===== src/rtl/fact_pkg.sv =====
// ---------------------------------------------------------------------------
// fact_pkg
// Shared definitions for the inverse-factorial search engine.
//   FACT_MAX_N : largest n searched (8! = 40320 is the largest 16-bit factorial)
//   VAL_W      : operand width
//   N_W        : width of the reported n
//   PROD_W     : width of the running product; wide enough that acc*(k+1)
//                never wraps, even for acc = 8! and k = 8
//   state_t    : controller states
// ---------------------------------------------------------------------------
package fact_pkg;

    localparam int FACT_MAX_N = 8;
    localparam int VAL_W      = 16;
    localparam int N_W        = 4;
    localparam int PROD_W     = 20;

    typedef enum logic [1:0] {
        IDLE = 2'd0,
        CALC = 2'd1,
        DONE = 2'd2
    } state_t;

endpackage


===== src/rtl/fact_step.sv =====
// ---------------------------------------------------------------------------
// fact_step
// One multiply-compare step of the factorial search (purely combinational).
// Ports:
//   acc     in  : current factorial k!
//   k       in  : current n candidate
//   value   in  : registered operand
//   prod    out : acc*(k+1), full width
//   advance out : high when (k+1)! still fits under value and k < MAX_N
// ---------------------------------------------------------------------------
module fact_step
    import fact_pkg::*;
#(
    parameter int MAX_N = FACT_MAX_N
) (
    input  logic [PROD_W-1:0] acc,
    input  logic [N_W-1:0]    k,
    input  logic [VAL_W-1:0]  value,
    output logic [PROD_W-1:0] prod,
    output logic              advance
);

    // The product is formed at full width so the compare sees the true
    // value; a truncated product could wrap below value and advance falsely.
    always_comb begin
        prod    = acc * (PROD_W'(k) + PROD_W'(1));
        advance = (prod <= PROD_W'(value)) && (k < N_W'(MAX_N));
    end

endmodule


===== src/rtl/inverse_factorial.sv =====
// ---------------------------------------------------------------------------
// inverse_factorial
// Finds the largest n in 1..MAX_N with n! <= value, one multiply per cycle.
// Ports:
//   clk    in  : clock, rising edge
//   rst_n  in  : synchronous active-low reset
//   start  in  : request, sampled only in IDLE
//   value  in  : operand, captured when start is accepted
//   busy   out : high while searching (CALC)
//   done   out : one-cycle pulse in the DONE state
//   n_out  out : result n (0 for value 0)
//   exact  out : n_out! == value
//   err    out : value was 0
// All outputs come straight from registers.
// ---------------------------------------------------------------------------
module inverse_factorial #(
    parameter int VAL_W = fact_pkg::VAL_W,
    parameter int MAX_N = fact_pkg::FACT_MAX_N
) (
    input  logic                     clk,
    input  logic                     rst_n,
    input  logic                     start,
    input  logic [VAL_W-1:0]         value,
    output logic                     busy,
    output logic                     done,
    output logic [fact_pkg::N_W-1:0] n_out,
    output logic                     exact,
    output logic                     err
);

    import fact_pkg::*;

    state_t              state_q, state_d;
    logic [VAL_W-1:0]    value_q, value_d;
    logic [PROD_W-1:0]   acc_q, acc_d;
    logic [N_W-1:0]      k_q, k_d;
    logic [N_W-1:0]      n_out_q, n_out_d;
    logic                exact_q, exact_d;
    logic                err_q, err_d;

    logic [PROD_W-1:0]   prod;
    logic                advance;

    fact_step #(
        .MAX_N (MAX_N)
    ) u_step (
        .acc     (acc_q),
        .k       (k_q),
        .value   (value_q),
        .prod    (prod),
        .advance (advance)
    );

    always_ff @(posedge clk) begin
        if (!rst_n) begin
            state_q <= IDLE;
            value_q <= '0;
            acc_q   <= PROD_W'(1);
            k_q     <= N_W'(1);
            n_out_q <= '0;
            exact_q <= 1'b0;
            err_q   <= 1'b0;
        end else begin
            state_q <= state_d;
            value_q <= value_d;
            acc_q   <= acc_d;
            k_q     <= k_d;
            n_out_q <= n_out_d;
            exact_q <= exact_d;
            err_q   <= err_d;
        end
    end

    // Result registers only change on entry to DONE, so they hold the last
    // answer through IDLE and the whole of the next search.
    always_comb begin
        state_d = state_q;
        value_d = value_q;
        acc_d   = acc_q;
        k_d     = k_q;
        n_out_d = n_out_q;
        exact_d = exact_q;
        err_d   = err_q;

        unique case (state_q)
            IDLE: begin
                if (start) begin
                    value_d = value;
                    acc_d   = PROD_W'(1);
                    k_d     = N_W'(1);
                    if (value == '0) begin
                        // 0 has no n with n! <= 0; report it without searching.
                        state_d = DONE;
                        n_out_d = '0;
                        exact_d = 1'b0;
                        err_d   = 1'b1;
                    end else begin
                        state_d = CALC;
                    end
                end
            end

            CALC: begin
                if (advance) begin
                    acc_d = prod;
                    k_d   = k_q + N_W'(1);
                end else begin
                    state_d = DONE;
                    n_out_d = k_q;
                    exact_d = (acc_q == PROD_W'(value_q));
                    err_d   = 1'b0;
                end
            end

            DONE: begin
                state_d = IDLE;
            end

            default: begin
                state_d = IDLE;
            end
        endcase
    end

    assign busy  = (state_q == CALC);
    assign done  = (state_q == DONE);
    assign n_out = n_out_q;
    assign exact = exact_q;
    assign err   = err_q;

endmodule


===== config.mk =====
export PLATFORM = sky130hd
export DESIGN_NAME = inverse_factorial
export DESIGN_NICKNAME = d
export VERILOG_FILES = /design/src/rtl/fact_pkg.sv /design/src/rtl/fact_step.sv /design/src/rtl/inverse_factorial.sv
export SDC_FILE = /design/constraint.sdc
export NUM_CORES = 1
export LEC_CHECK = 0
export CAP_MARGIN = 20
export CORE_UTILIZATION = 50
export DETAILED_ROUTE_END_ITERATION = 7
export PLACE_DENSITY = 0.68
export SYNTH_ARGS = -nofsm -noshare
export SYNTH_HDL_FRONTEND = slang
export SYNTH_SLANG_ARGS = --single-unit

===== constraint.sdc =====
create_clock -name clk -period 9 [get_ports clk]
set_input_delay 1.8 -clock clk [delete_from_list [all_inputs] [get_ports clk]]
set_output_delay 1.8 -clock clk [all_outputs]
set_load 0.01 [all_outputs]

[After elaboration in Yosys (flattened, before gate mapping)]
Index checks and enable logic that the tools add are counted.
Word-level totals
  bits in registers: 48
  input bits: 19
  logic and storage cells: 49
Cells by class
  add/subtract/negate cells: 2
  multipliers: 1
  $lt $le $gt $ge: 2
  equality and inequality tests: 7
  multiplexer cells: 22
  reduce and logical (&&, ||, !) cells: 8
Operator list (number)
  two-way mux 20 bit: 2
  one-hot mux 20 bit (2 select lines): 1
  == test 20 x 16 -> 1 bit: 1
  less-or-equal comparator 20 x 16 -> 1 bit: 1
  multiplier 20 x 20 -> 20 bit: 1
  two-way mux 4 bit: 5
  zero test 16 bit: 1
  one-hot mux 4 bit (2 select lines): 2
  two-way mux 1 bit: 6
  two-way mux 2 bit: 3
  inequality test 2 bit (second input constant): 3
  adder 4 x 1 -> 5 bit (second input constant): 1
  adder 4 x 1 -> 4 bit (second input constant): 1
  < comparator 4 bit (second input constant): 1
  one-hot mux 1 bit (2 select lines): 2
  one-hot mux 2 bit (2 select lines): 1
  AND reduction 2 bit: 2
  AND reduction 4 bit: 1
  AND reduction 3 bit: 1
  == test 2 x 1 -> 1 bit (second input constant): 1
  == test 2 bit (second input constant): 1
  zero test 2 bit: 1
  inequality test 2 x 1 -> 1 bit (second input constant): 1
  nonzero test 2 bit: 1
  logical AND 1 bit: 1

[Logic depth before layout (Yosys ltp)]
  depth in word-level cells: 6
  gate-level depth with buffers: 30
  mapped depth without buffers: 27

[Hierarchy]
Synthesis repeated with hierarchy kept, for this count alone.
Unflattened totals
  cell total of the unflattened synthesis: 601
  area total of the unflattened synthesis: 5139.9 um^2
By module, submodules not included
  fact_step: instances 1, cells an instance 356, area each 2980.4 um^2
  inverse_factorial: instances 1, cells an instance 245, area each 2159.6 um^2

[Least setup slack after synthesis]
Ideal clock, no wire load.
  path kind: flip-flop to flip-flop
  from: register k_q[0]
  to: register k_q[0]
  library setup time: 61 ps
  arrival: 6168 ps
  data required time: 8939 ps
  path slack: 2771 ps
  stages on the path, launching flop included: 28
  buffers on the path: 2
  cells stage by stage: dfxtp_1 -> ha_1 -> xor2_1 -> clkbuf_1 -> nand2_1 -> fa_1 -> fa_1 -> fa_1 -> inv_1 -> ha_1 -> o211ai_1 -> o21ai_2 -> nor2_1 -> o21ai_0 -> a21o_1 -> a21oi_1 -> xnor2_1 -> ha_1 -> a21oi_1 -> o21ai_0 -> a211o_1 -> o31ai_1 -> o2111ai_1 -> a31oi_1 -> and4_1 -> buf_6 -> mux2_4 -> nand2_1
On the way
  cells in the longest elaborated chain, start to end: 6
  elaborated cells between the ends (all ways): 10
Ends and longest elaborated chain
  from (decl): RTL line inverse_factorial.sv:36  | logic [N_W-1:0] k_q, k_d;
  from (signal assigned): RTL line inverse_factorial.sv:67  | k_q <= k_d;
  adder 4 x 1 -> 5 bit: RTL line fact_step.sv:26  | prod = acc * (PROD_W'(k) + PROD_W'(1));
  multiplier 20 x 20 -> 20 bit: RTL line fact_step.sv:26
  less-or-equal comparator 20 x 16 -> 1 bit: RTL line fact_step.sv:27  | advance = (prod <= PROD_W'(value)) && (k < N_W'(MAX_N));
  logical AND 1 bit: RTL line fact_step.sv:27
  inequality test 2 x 1 -> 1 bit (no line)
  AND reduction 3 bit (no line)
Parallel ways exist; a longest one is shown, timed or not. The select of a mux whose other input is x is not followed.
A chain may end at the register's enable or synchronous reset.

[Worst setup path in the final report]
Ends and elaborated chain as after synthesis.

==> metrics.md <==
| Metric | Value |
|---|---|
| Top Ports | 27 |
| Worst Setup EP | k_q[0]$_SDFFE_PN1P_ |
| Pre-CTS setup slack | 0.9450 ns |
| Crit path max fanout | 25 |
| # rows | 37 |
| Nets | 736 |
| Critical Path Start | k_q[0]$_SDFFE_PN1P_ |
| Power density cells | 97.12 nW/um^2 |
| Cells after Synth | 619 |
| Min-Delay Path Depth | 2 |
| Yosys warning count | 0 |
| Vias post-DR | 4160 |
| Most common cell after layout, fill and taps aside | inv_1 |
| Tot Pwr | 552.2 uW |
| Clock Path Buffers | 2 |
| H-tree level count | 2 |
| Status | finished, final reports clean |
| First-pass iteration count of the detailed router | 4 |
| Total setup buffers inserted after CTS | 0 |
| Number of fill cells | 1003 |
| CP max-delay cell | and4_1 |
| DRT iter0 DRCs | 112 |
| Routed Antenna Nets | 0 |
| Die Wd | 104.9 um |
| Depth of the worst register-to-register path | 26 |
| Critical path's largest stage delay | 0.86 ns |
| Core Footprint | 10280 um^2 |
| Initial Util | 0.5147 |
| Routed WL per cell | 14.86 um |
| Async SR Flop Fraction | 0 |
| Worst setup SP type | flip-flop |
| Share of cells above drive strength 1 | 0.09177 |
| Most frequent cells in the layout | inv_1 (82), nand2_1 (66), dfxtp_1 (48), fa_1 (47), and2_1 (43) |
| Critical Path Stages | 26 |
| Post-synth EDFFs | 0 |
| Worst vdd ir | 0.1447 mV |
| FF-to-FF Start | k_q[0]$_SDFFE_PN1P_ |
| CP top delay family | adder cells |
| Post-CTS Resized | 0 |
| GPL Wtd Cong | 0.9351 |
| Area grow syn2layout | 7.474% |
| PortBufs | 26 |
| Setup TNS Final | 0 ns |
| # clock sinks | 48 |
| Fin crit period | 8.166 ns |
| Worst r2r dst | k_q[0]$_SDFFE_PN1P_ |
| Syn Area/Cell | 8.546 um^2 |
| CP Capture Type | flip-flop |
| Syn Nets | 724 |
| Worst Skew | 0.01126 ns |
| Routed WL | 11410 um |
| Final core utilization | 0.5532 |
| Clk pin slew, worst setup/hold paths | 0.10 ns |
| Yosys reg bits | 48 |
| Vias in the first global route | 4311 |
| CTS root buf | clkbuf_8 |
| Unrepaired setup endpoints after global routing | no |
| Full die area | 11000 um^2 |
| Worst Hold Class | reg -> reg |
| Pin count of the biggest net entering global routing | 54 |
| First-pass GRT wire length | 20360 um |
| Relative slew slack | 0.3835 |
| N_diodes | 0 |
| Worst path required time | 9.27 ns |
| Gr ovfl total | 0 |
| Count of cell types in the netlist | 63 |
| Cts-stage hold buffer count | 0 |
| Residual DRC | 0 |
| Finish-stage setup viols | 0 |
| WP buf/inv | 2 |
| Synth Flop Type | dfxtp_1 |
| Worst-Margin Slew | 0.9248 ns |
| Worst skew pair latency | 0.32 ns |
| TritonCTS Buffers | 5 |
| Final worst path period share | 0.9073 |
| F_max | 122.5 MHz |
| Synth Cell Area | 5290 um^2 |
| Worst R2R Setup Slack | 0.83 ns |
| Post-DP HPWL | 9027 um |
| Setup CP Type | reg -> reg |
| WP data arrival | 8.43 ns |
| Final Hold Fails | 0 |
| Final Slew Violations | 0 |
| Max_cap viols | 0 |
| GR Util All Layers | 0.2284 |
| Cell leakage power | 0.002512 uW |
| Vias per Instance | 5.417 |
| Min-delay src | n_out[3]$_SDFFE_PN0P_ |
| Die Span Y | 104.9 um |
| Initial antenna violation count | 0 |
| TritonCTS clock tree | yes |
| Final worst slack | 0.8341 ns |
| Sequential share of the synthesized area | 0.1816 |
final cells by class:
class,instances,area [um^2],share of cell area
clock buffer,6,82.58,0.01452
clock inverter,2,13.76,0.002421
inverter,82,307.8,0.05414
multi-input combinational,464,3860,0.6789
sequential,48,960.9,0.1690
tap,136,170.2,0.02993
timing repair buffer,30,290.3,0.05106
metal layers:
layer / up-vias / track usage / part of all wire
li1: 2037 / - / -
met1: 2032 / 0.3055 / 0.47
met2: 77 / 0.3931 / 0.48
met3: 14 / 0.02059 / 0.031
met4: 0 / 0.06539 / 0.016
met5: - / 0 / 0
worst min-delay path: cells and delay by family (launching register included):
kind | cells | cell delay, ns
compound gates | 1 | 0.06
flops | 1 | 0.32
simple gates | 1 | 0.05
through the flow:
| step | std cells | instance area, um^2 | hold slack [ns] |
|---|---|---|---|
| 6_report | 768 | 5685 | 0.4722 |
| 5_1_grt | 768 | 5685 | 0.4957 |
| 4_1_cts | 768 | 5685 | 0.4749 |
| 3_5_place_dp | 760 | 5589 | 0.4607 |
| 3_3_place_gp | 760 | 5589 | 0.4503 |
| 2_1_floorplan | 619 | 5290 | 0.4450 |
where the power goes:
| group | switching (uW) | internal [uW] |
|---|---|---|
| clock | 78.4 | 63.0 |
| combinational | 98.0 | 69.6 |
| sequential | 18.3 | 225 |
| total | 195 | 357 |
cells in the mapped netlist (5+ instances only):
cell type	number	area share
xnor2_1	26	0.043
and3_1	5	0.0059
and2_2	7	0.0099
ha_1	39	0.092
fa_1	47	0.18
o21ai_0	14	0.013
nand2_2	12	0.014
dfxtp_1	48	0.18
a21boi_2	10	0.021
nor4_1	6	0.0071
inv_1	82	0.058
clkbuf_1	16	0.011
a21oi_1	19	0.018
nand2b_1	22	0.026
a21o_1	5	0.0071
nor2b_1	22	0.026
nand2_1	66	0.047
nand3_1	20	0.019
a21boi_0	18	0.026
and2_1	43	0.051
nand4_1	10	0.012
nor2_1	10	0.0071
xor2_1	8	0.013
cells by family (layout without fill, tap and decap cells):
kind of cell | after synthesis | in the layout | synth area share
AND/OR/NAND/NOR | 237 | 237 | 0.2465
buffers and inverters | 107 | 120 | 0.08869
AO/OA/AOI/OAI | 100 | 100 | 0.1379
adder cells (fa/ha/maj) | 86 | 86 | 0.2701
flip-flops | 48 | 48 | 0.1816
XOR/XNOR | 38 | 38 | 0.06859
multiplexers | 3 | 3 | 0.006622
registers in the layout, summed over array words and instances, names as in the netlist:
register	count
value_q	16
exact	1
state_q	2
k_q	4
err	1
acc_q	20
n_out	4
worst min path at each step:
stage                              to  slack, ns
3_3_place_gp       exact$_SDFFE_PN0P_       0.45
4_1_cts         n_out[3]$_SDFFE_PN0P_       0.47
5_1_grt         n_out[0]$_SDFFE_PN0P_       0.50
6_report        n_out[3]$_SDFFE_PN0P_       0.47
2_1_floorplan  acc_q[19]$_SDFFE_PN0P_       0.45
3_5_place_dp    n_out[3]$_SDFFE_PN0P_       0.46
(Power assumes the default switching activity.)
